[src/rtl/instruction_fetch_sequencer.sv]
// -----------------------------------------------------------------------------
// instruction_fetch_sequencer
//
// Steps a program counter through an instruction memory that has combinational
// read data. Each word is fetched in one cycle and then offered downstream with
// a valid/ready handshake. The program ends on one of two conditions:
//   - an all-ones word (END_OF_PROGRAM) is read, or
//   - the word at the last address is handed off. In this case the overflow
//     flag is set and the counter does not wrap.
//
// Parameters
//   DATA_BUS_WIDTH     width of one instruction word (default 16)
//   ADDRESS_BUS_WIDTH  width of the instruction memory address (default 8)
//
// Ports
//   clk          single clock; all state changes on its rising edge
//   reset        synchronous, active-high reset
//   start        one-cycle pulse; starts execution at address 0 (IDLE/DONE only)
//   abort        level; returns to IDLE, overrides start and any handshake
//   mem_address  instruction memory address (registered program counter)
//   mem_enable   instruction memory read enable (high only while fetching)
//   mem_data     combinational read data from instruction memory
//   instr_data   issued instruction word (registered)
//   instr_valid  instr_data is valid
//   instr_ready  downstream accepts instr_data
//   busy         high while fetching or issuing
//   done         high only in DONE
//   overflow     last address was issued and the program ran off the end
//   instr_count  (only with INSTR_COUNT_EN defined) completed handshakes since
//                the last start; cleared by reset, start and abort
//
// Optional feature macro: INSTR_COUNT_EN
// -----------------------------------------------------------------------------
module instruction_fetch_sequencer #(
    parameter int DATA_BUS_WIDTH    = 16,
    parameter int ADDRESS_BUS_WIDTH = 8
) (
    input  logic                         clk,
    input  logic                         reset,
    input  logic                         start,
    input  logic                         abort,
    output logic [ADDRESS_BUS_WIDTH-1:0] mem_address,
    output logic                         mem_enable,
    input  logic [DATA_BUS_WIDTH-1:0]    mem_data,
    output logic [DATA_BUS_WIDTH-1:0]    instr_data,
    output logic                         instr_valid,
    input  logic                         instr_ready,
    output logic                         busy,
    output logic                         done,
    output logic                         overflow
`ifdef INSTR_COUNT_EN
    ,
    output logic [ADDRESS_BUS_WIDTH:0]   instr_count
`endif
);

    typedef enum logic [1:0] {
        S_IDLE  = 2'd0,
        S_FETCH = 2'd1,
        S_ISSUE = 2'd2,
        S_DONE  = 2'd3
    } state_t;

    localparam logic [ADDRESS_BUS_WIDTH-1:0] PC_MAX = {ADDRESS_BUS_WIDTH{1'b1}};
    localparam logic [DATA_BUS_WIDTH-1:0]    END_OF_PROGRAM = {DATA_BUS_WIDTH{1'b1}};

    state_t                        state_reg;
    logic [ADDRESS_BUS_WIDTH-1:0]  pc_reg;
    logic [DATA_BUS_WIDTH-1:0]     instr_data_reg;
    logic                          instr_valid_reg;
    logic                          mem_enable_reg;
    logic                          busy_reg;
    logic                          done_reg;
    logic                          overflow_reg;

    // The status flags are registered together with the state. Each transition
    // below sets them to the values of the state it enters, so the outputs
    // always match state_reg without any output decode logic.
    always_ff @(posedge clk) begin
        if (reset) begin
            state_reg       <= S_IDLE;
            pc_reg          <= '0;
            instr_data_reg  <= '0;
            instr_valid_reg <= 1'b0;
            mem_enable_reg  <= 1'b0;
            busy_reg        <= 1'b0;
            done_reg        <= 1'b0;
            overflow_reg    <= 1'b0;
        end else if (abort) begin
            // Abort wins over start and over a handshake on the same edge.
            // The counter is cleared rather than advanced.
            state_reg       <= S_IDLE;
            pc_reg          <= '0;
            instr_valid_reg <= 1'b0;
            mem_enable_reg  <= 1'b0;
            busy_reg        <= 1'b0;
            done_reg        <= 1'b0;
        end else begin
            case (state_reg)
                S_IDLE, S_DONE: begin
                    if (start) begin
                        state_reg      <= S_FETCH;
                        pc_reg         <= '0;
                        mem_enable_reg <= 1'b1;
                        busy_reg       <= 1'b1;
                        done_reg       <= 1'b0;
                        overflow_reg   <= 1'b0;
                    end
                end

                S_FETCH: begin
                    mem_enable_reg <= 1'b0;
                    if (mem_data == END_OF_PROGRAM) begin
                        state_reg <= S_DONE;
                        busy_reg  <= 1'b0;
                        done_reg  <= 1'b1;
                    end else begin
                        state_reg       <= S_ISSUE;
                        instr_data_reg  <= mem_data;
                        instr_valid_reg <= 1'b1;
                    end
                end

                S_ISSUE: begin
                    // instr_valid_reg is always high in ISSUE, so instr_ready
                    // alone decides whether the handshake completes.
                    if (instr_ready) begin
                        instr_valid_reg <= 1'b0;
                        if (pc_reg == PC_MAX) begin
                            // The counter stays at the last address and does not wrap.
                            state_reg    <= S_DONE;
                            overflow_reg <= 1'b1;
                            busy_reg     <= 1'b0;
                            done_reg     <= 1'b1;
                        end else begin
                            state_reg      <= S_FETCH;
                            pc_reg         <= pc_reg + 1'b1;
                            mem_enable_reg <= 1'b1;
                        end
                    end
                end

                default: begin
                    state_reg <= S_IDLE;
                end
            endcase
        end
    end

    assign mem_address = pc_reg;
    assign mem_enable  = mem_enable_reg;
    assign instr_data  = instr_data_reg;
    assign instr_valid = instr_valid_reg;
    assign busy        = busy_reg;
    assign done        = done_reg;
    assign overflow    = overflow_reg;

`ifdef INSTR_COUNT_EN
    // The counter needs one bit more than the address, so a full 2^N-word run
    // still fits.
    logic [ADDRESS_BUS_WIDTH:0] instr_count_reg;
    logic                       handshake;
    logic                       restart;

    assign handshake = (state_reg == S_ISSUE) && instr_ready;
    assign restart   = start && ((state_reg == S_IDLE) || (state_reg == S_DONE));

    always_ff @(posedge clk) begin
        if (reset || abort || restart) begin
            instr_count_reg <= '0;
        end else if (handshake) begin
            instr_count_reg <= instr_count_reg + 1'b1;
        end
    end

    assign instr_count = instr_count_reg;
`endif

endmodule

[config.mk]
export PLATFORM = sky130hd
export DESIGN_NAME = instruction_fetch_sequencer
export DESIGN_NICKNAME = d
export VERILOG_FILES = /design/src/rtl/instruction_fetch_sequencer.sv
export SDC_FILE = /design/constraint.sdc
export NUM_CORES = 1
export LEC_CHECK = 0
export CELL_PAD_IN_SITES_DETAIL_PLACEMENT = 1
export CELL_PAD_IN_SITES_GLOBAL_PLACEMENT = 2
export CORE_ASPECT_RATIO = 0.75
export CORE_MARGIN = 1.5
export CORE_UTILIZATION = 35
export DETAILED_ROUTE_END_ITERATION = 8
export DONT_BUFFER_PORTS = 1
export PLACE_DENSITY_LB_ADDON = 0.3
export RECOVER_POWER = 100
export SLEW_MARGIN = 0
export SYNTH_ARGS = -nofsm -noshare
export SYNTH_HDL_FRONTEND = slang
export SYNTH_SLANG_ARGS = --single-unit
[constraint.sdc]
create_clock -name clk -period 2.5 [get_ports clk]
set_clock_uncertainty 0.1 [all_clocks]
set_input_delay 0.25 -clock clk [delete_from_list [all_inputs] [get_ports clk]]
set_output_delay 0.25 -clock clk [all_outputs]
set_load 0.1 [all_outputs]
### Word level (Yosys, flattened, before mapping)

Cells that the tools add are included.

* bitwise logic cells: 2
* reduce and logical (&&, ||, !) cells: 12
* eq/ne operators: 11
* add/subtract/negate cells: 1
* multipliers: 0
* shift-type cells: 0
* magnitude comparators: 0
* divide/modulo/power cells: 0
* mux-type cells: 26

Operators with widths (count)
* 2-to-1 mux 8 bit: 3
* == test 16 bit, second input constant: 1
* case mux 8 bit (2 select lines): 1
* 2-to-1 mux 1 bit: 13
* inequality test 2 bit, second input constant: 6
* case mux 1 bit (3 select lines): 3
* AND reduction 3 bit: 3
* adder 8 x 1 -> 8 bit, second input constant: 1
* == test 8 bit, second input constant: 1
* AND reduction 4 bit: 2
* 2-to-1 mux 2 bit: 3
* case mux 2 bit (3 select lines): 1
* AND reduction 5 bit: 1
* == test 2 bit, second input constant: 2
* case mux 1 bit (2 select lines): 2
* nonzero test 2 bit: 2
* OR reduction 2 bit: 2
* == test 2 x 1 -> 1 bit, second input constant: 1
* zero test 2 bit: 1
* NOT 1 bit: 2
* AND reduction 2 bit: 1

* bits in writable memories: 0
* word-level logic and storage cells: 60
* ROM bits: 0
* register bits: 31
* bits of input ports: 21
* bits in latches: 0
* memories: 0
* output and inout bits: 29

### Longest topological paths before layout

* depth in word-level cells: 4
* gate-level depth with buffers: 7

### Worst setup path after synthesis

Ideal clock, no wire load.

* kind: flip-flop to flip-flop
* start point: register pc_reg[1] (netlist: mem_address[1])
* end point: register pc_reg[5] (netlist: mem_address[5])
* stages on the path, launching flop included: 6
* slack: 2 ps
* required time: 2305 ps
* setup time: 95 ps
* data arrival time: 2303 ps
* path buffers: 0
* path through: dfxtp_1 ha_1 nand4_1 nor3_1 nor2_1 a221oi_1

* cells in the longest elaborated chain, start to end: 4
* elaborated cells between the ends (all ways): 7

Ends and longest elaborated chain
* start: declaration: line 68 `logic [ADDRESS_BUS_WIDTH-1:0] pc_reg;`
* start signal: assignment: line 137 `pc_reg <= pc_reg + 1'b1;`
* adder 8 x 1 -> 8 bit: line 137
* 2-to-1 mux 8 bit: line 129 `if (pc_reg == PC_MAX) begin`
* 2-to-1 mux 8 bit: line 127 `if (instr_ready) begin`
* case mux 8 bit (2 select lines): line 99 `case (state_reg)`

Parallel ways exist; a longest one is shown, timed or not. The select of a mux whose other input is x is not followed.
A chain may end at the register's enable or synchronous reset.

### Final worst setup path

* start point: register state_reg[0]
* end point: register pc_reg[5] (netlist: mem_address[5])

* cells in the longest elaborated chain, start to end: 4
* elaborated cells between the ends (all ways): 10

Ends and longest elaborated chain
* start: declaration: line 67 `state_t state_reg;`
* start signal: assignment: line 81 `state_reg <= S_IDLE;`
* start signal: assignment: line 92 `state_reg <= S_IDLE;`
* start signal: assignment: line 102 `state_reg <= S_FETCH;`
* == test 2 bit or zero test 2 bit (tied branches): line 99
* OR reduction 2 bit: line 99
* inequality test 2 bit (no line) or nonzero test 2 bit (tied branches)
* AND reduction 4 bit (no line)

Parallel ways exist; a longest one is shown, timed or not.

==> key figures <==
Synthesis
  • Synth Area in Compound Gates: 17.21%
  • Seq/Total Area, Yosys: 42.91%
  • Yosys reg bits: 31
  • Syn_nets: 184
  • Post-synthesis cell type count: 37
  • Syn Inst Count: 160
  • Mean Syn Cell Area: 9.040 um2
  • Post-synth ARST share: 0%
  • Multiplexer area fraction after synthesis: 11.07%
  • Post-synth EDFFs: 0
  • Largest family of logic cells by synthesized area: simple AND/OR/NAND/NOR gates
  • Synthesized-area fraction occupied by adder cells: 2.595%
  • Mapped cell area: 1446 um2
  • Synth Warn #: 0
  • Simple-gate share of the synthesized area: 21.97%
  • XOR/XNOR share of the synthesized area: 0%
  • Synth Flop Type: dfxtp_1

Clock network
  • Clk_lat worst skew: 0.29 ns
  • CTS Root Cell: clkbuf_8
  • Worst-path clk slew: 0.07 ns
  • Sink count of the clock tree: 31
  • CTS Buffer Depth: 2
  • CTS Buf Count: 5
  • Post-CTS sizing: 0
  • Setup bufs post-CTS: 0
  • CTS tree: yes
  • H-tree lvl count: 2
  • # hold bufs at CTS: 1

Global route
  • Global-route wire length before repair: 6782 um
  • Tot GR Track Use: 19.58%
  • Number of global-route vias before repair: 1370
  • Largest net degree at the start of global routing: 18
  • Number of antenna violations at the first check in global routing: 0
  • Congestion Overflow GR: 0

Route
  • Final wirelength: 4123 um
  • Starting DRT DRC Count: 46
  • Via density per instance: 5.462
  • # DRC: 0
  • WL/cell: 16.56 um
  • DR vias: 1360
  • 1st-pass router iterations: 4
  • Final ANT Viol Nets: 0

STA
  • Max_slew headroom: 15.00%
  • Period utilization: 88.18%
  • Final setup vio count: 0
  • Tmin final: 2.205 ns
  • Slew @ Worst Pin: 1.261 ns
  • Worst hold margin: 0.005912 ns
  • RSZ-0062 raised after global routing: false
  • Fin. max-slew vios: 0
  • Fin. Hold Viols: 0
  • Setup TNS: 0 ns
  • Max Clk Rate: 453.6 MHz
  • Setup WS post-layout: 0.2955 ns

Worst setup path
  • Setup Crit Path Kind: reg -> reg
  • Worst r2r src: state_reg[0]
  • CP endpoint kind: flop
  • Required @ worst endpoint: 2.59 ns
  • Reg-to-reg slack, setup: 0.30 ns
  • R2R Path End: mem_address[5]
  • Crit path DAT: 2.30 ns
  • R2R cell count: 7
  • CP startpoint kind: flop
  • CP max FO: 11

Worst hold path
  • Hold path endpoint: instr_data[2]
  • Tightest Hold Check Type: in -> reg
  • Worst hold start: mem_data[2]
  • Hold path depth: 2

Placement
  • Number of I/O port buffers: 0
  • Post-DP HPWL: 3095 um
  • Post-Place Setup Slack: 0.4221 ns
  • GPL Wtd Cong: 0.8283

Finish
  • Max FFs per register: 16
  • Inserted Diodes: 0
  • Synth-to-layout area growth: 19.20%
  • Fin util: 43.06%
  • Share of cells above drive strength 1: 7.732%
  • NumNets Final: 217

Die
  • Total die area: 4531 um2
  • Core Area: 4004 um2
  • Ports: 50
  • Starting Density: 36.12%
  • Die Y: 58.67 um
  • Die W: 77.23 um
  • FP Rows: 20

Status
  • Status: finished, final reports clean

Power and ir drop
  • Power per cell area: 682.6 nW/um2
  • Max VDD drop: 0.3796 mV
  • Tot Pwr: 1.177 mW
  • Leak: 0.6736 nW

Flow run
  • Max-cap violations: 0
worst max-delay path by stage:
stage	startpoint	end	slack, ns
5_1_grt	state_reg[0]	mem_address[5]	0.18
2_1_floorplan	mem_address[1]	mem_address[5]	0.002
6_report	state_reg[0]	mem_address[5]	0.30
4_1_cts	state_reg[0]	mem_address[6]	0.41
3_5_place_dp	mem_data[10]	instr_data[9]	0.42
3_3_place_gp	state_reg[0]	mem_address[6]	0.47
synthesized netlist by cell type (3+ instances only):
| cell type | instances | area [um2] |
|---|---|---|
| dfxtp_1 | 31 | 620.6 |
| mux2i_1 | 16 | 160.2 |
| a21oi_1 | 7 | 35.03 |
| nand2_1 | 10 | 37.54 |
| a31oi_1 | 5 | 31.28 |
| and3_1 | 3 | 18.77 |
| nand4_1 | 6 | 37.54 |
| clkbuf_1 | 5 | 18.77 |
| o21ai_0 | 6 | 30.03 |
| nand2b_1 | 4 | 25.02 |
| nor2_1 | 19 | 71.32 |
| nand3_1 | 7 | 35.03 |
| inv_1 | 7 | 26.28 |
| a311oi_1 | 4 | 35.03 |
| ha_1 | 3 | 37.54 |
area by class of cell:
class	instances	area (um2)
well taps	55	68.82
clock inverters	2	35.03
clock buffers	6	82.58
multi-input cells	115	753.2
repair buffers	33	137.6
inverters	7	26.28
fillers	479	2280
flip-flops and latches	31	620.6
metal layers:
layer	track usage (%)	part of all wire (%)	wire [um]
met5	0	0	0
met4	8.312	1.6	65
met3	5.116	5.3	219
met2	31.20	44	1809
met1	25.45	49	2028
placed cells by master (no fill, tap or decap), types with 2 or more instances in the layout:
master | Yosys | final
a311oi_1 | 4 | 4
nor3_1 | 2 | 2
nand2_1 | 10 | 10
inv_1 | 7 | 7
buf_4 | 0 | 2
a211oi_1 | 2 | 2
nand3_1 | 7 | 7
o211ai_1 | 2 | 2
o21ai_0 | 6 | 6
a31oi_1 | 5 | 5
clkbuf_1 | 5 | 30
a21oi_1 | 7 | 7
nor2_1 | 19 | 19
nand2b_1 | 4 | 4
o41ai_1 | 2 | 2
and3_1 | 3 | 3
or3_1 | 2 | 2
mux2i_1 | 16 | 16
clkbuf_8 | 0 | 6
dfxtp_1 | 31 | 31
ha_1 | 3 | 3
nand4_1 | 6 | 6
where the power goes:
part,leakage [nW],switching (mW),internal [mW]
Combinational,0.361,0.120,0.0295
Clock,0.0612,0.197,0.322
Sequential,0.251,0.00392,0.505
Total,0.674,0.320,0.857
kinds of logic (layout without fill, tap and decap cells):
group,count (synthesis),count (layout)
fa+ha+maj,3,3
flops,31,31
buf+inv,14,48
mux,16,16
compound gates,34,34
simple gates,62,62
critical path, stage by stage (launching register included):
cell,delay [ns]
dfxtp_1,0.33
inv_1,0.06
ha_1,0.37
inv_1,0.17
nor3_1,0.28
clkbuf_1,0.35
nor2_1,0.14
a221oi_1,0.30
metrics by stage:
| stage | area, um2 | cells |
|---|---|---|
| after detailed placement | 1720 | 240 |
| after floorplan | 1446 | 160 |
| after global routing | 1724 | 249 |
| after CTS | 1848 | 249 |
| final | 1724 | 249 |
| after global placement | 1720 | 240 |
Note: power is estimated with default switching activity, not from simulation.
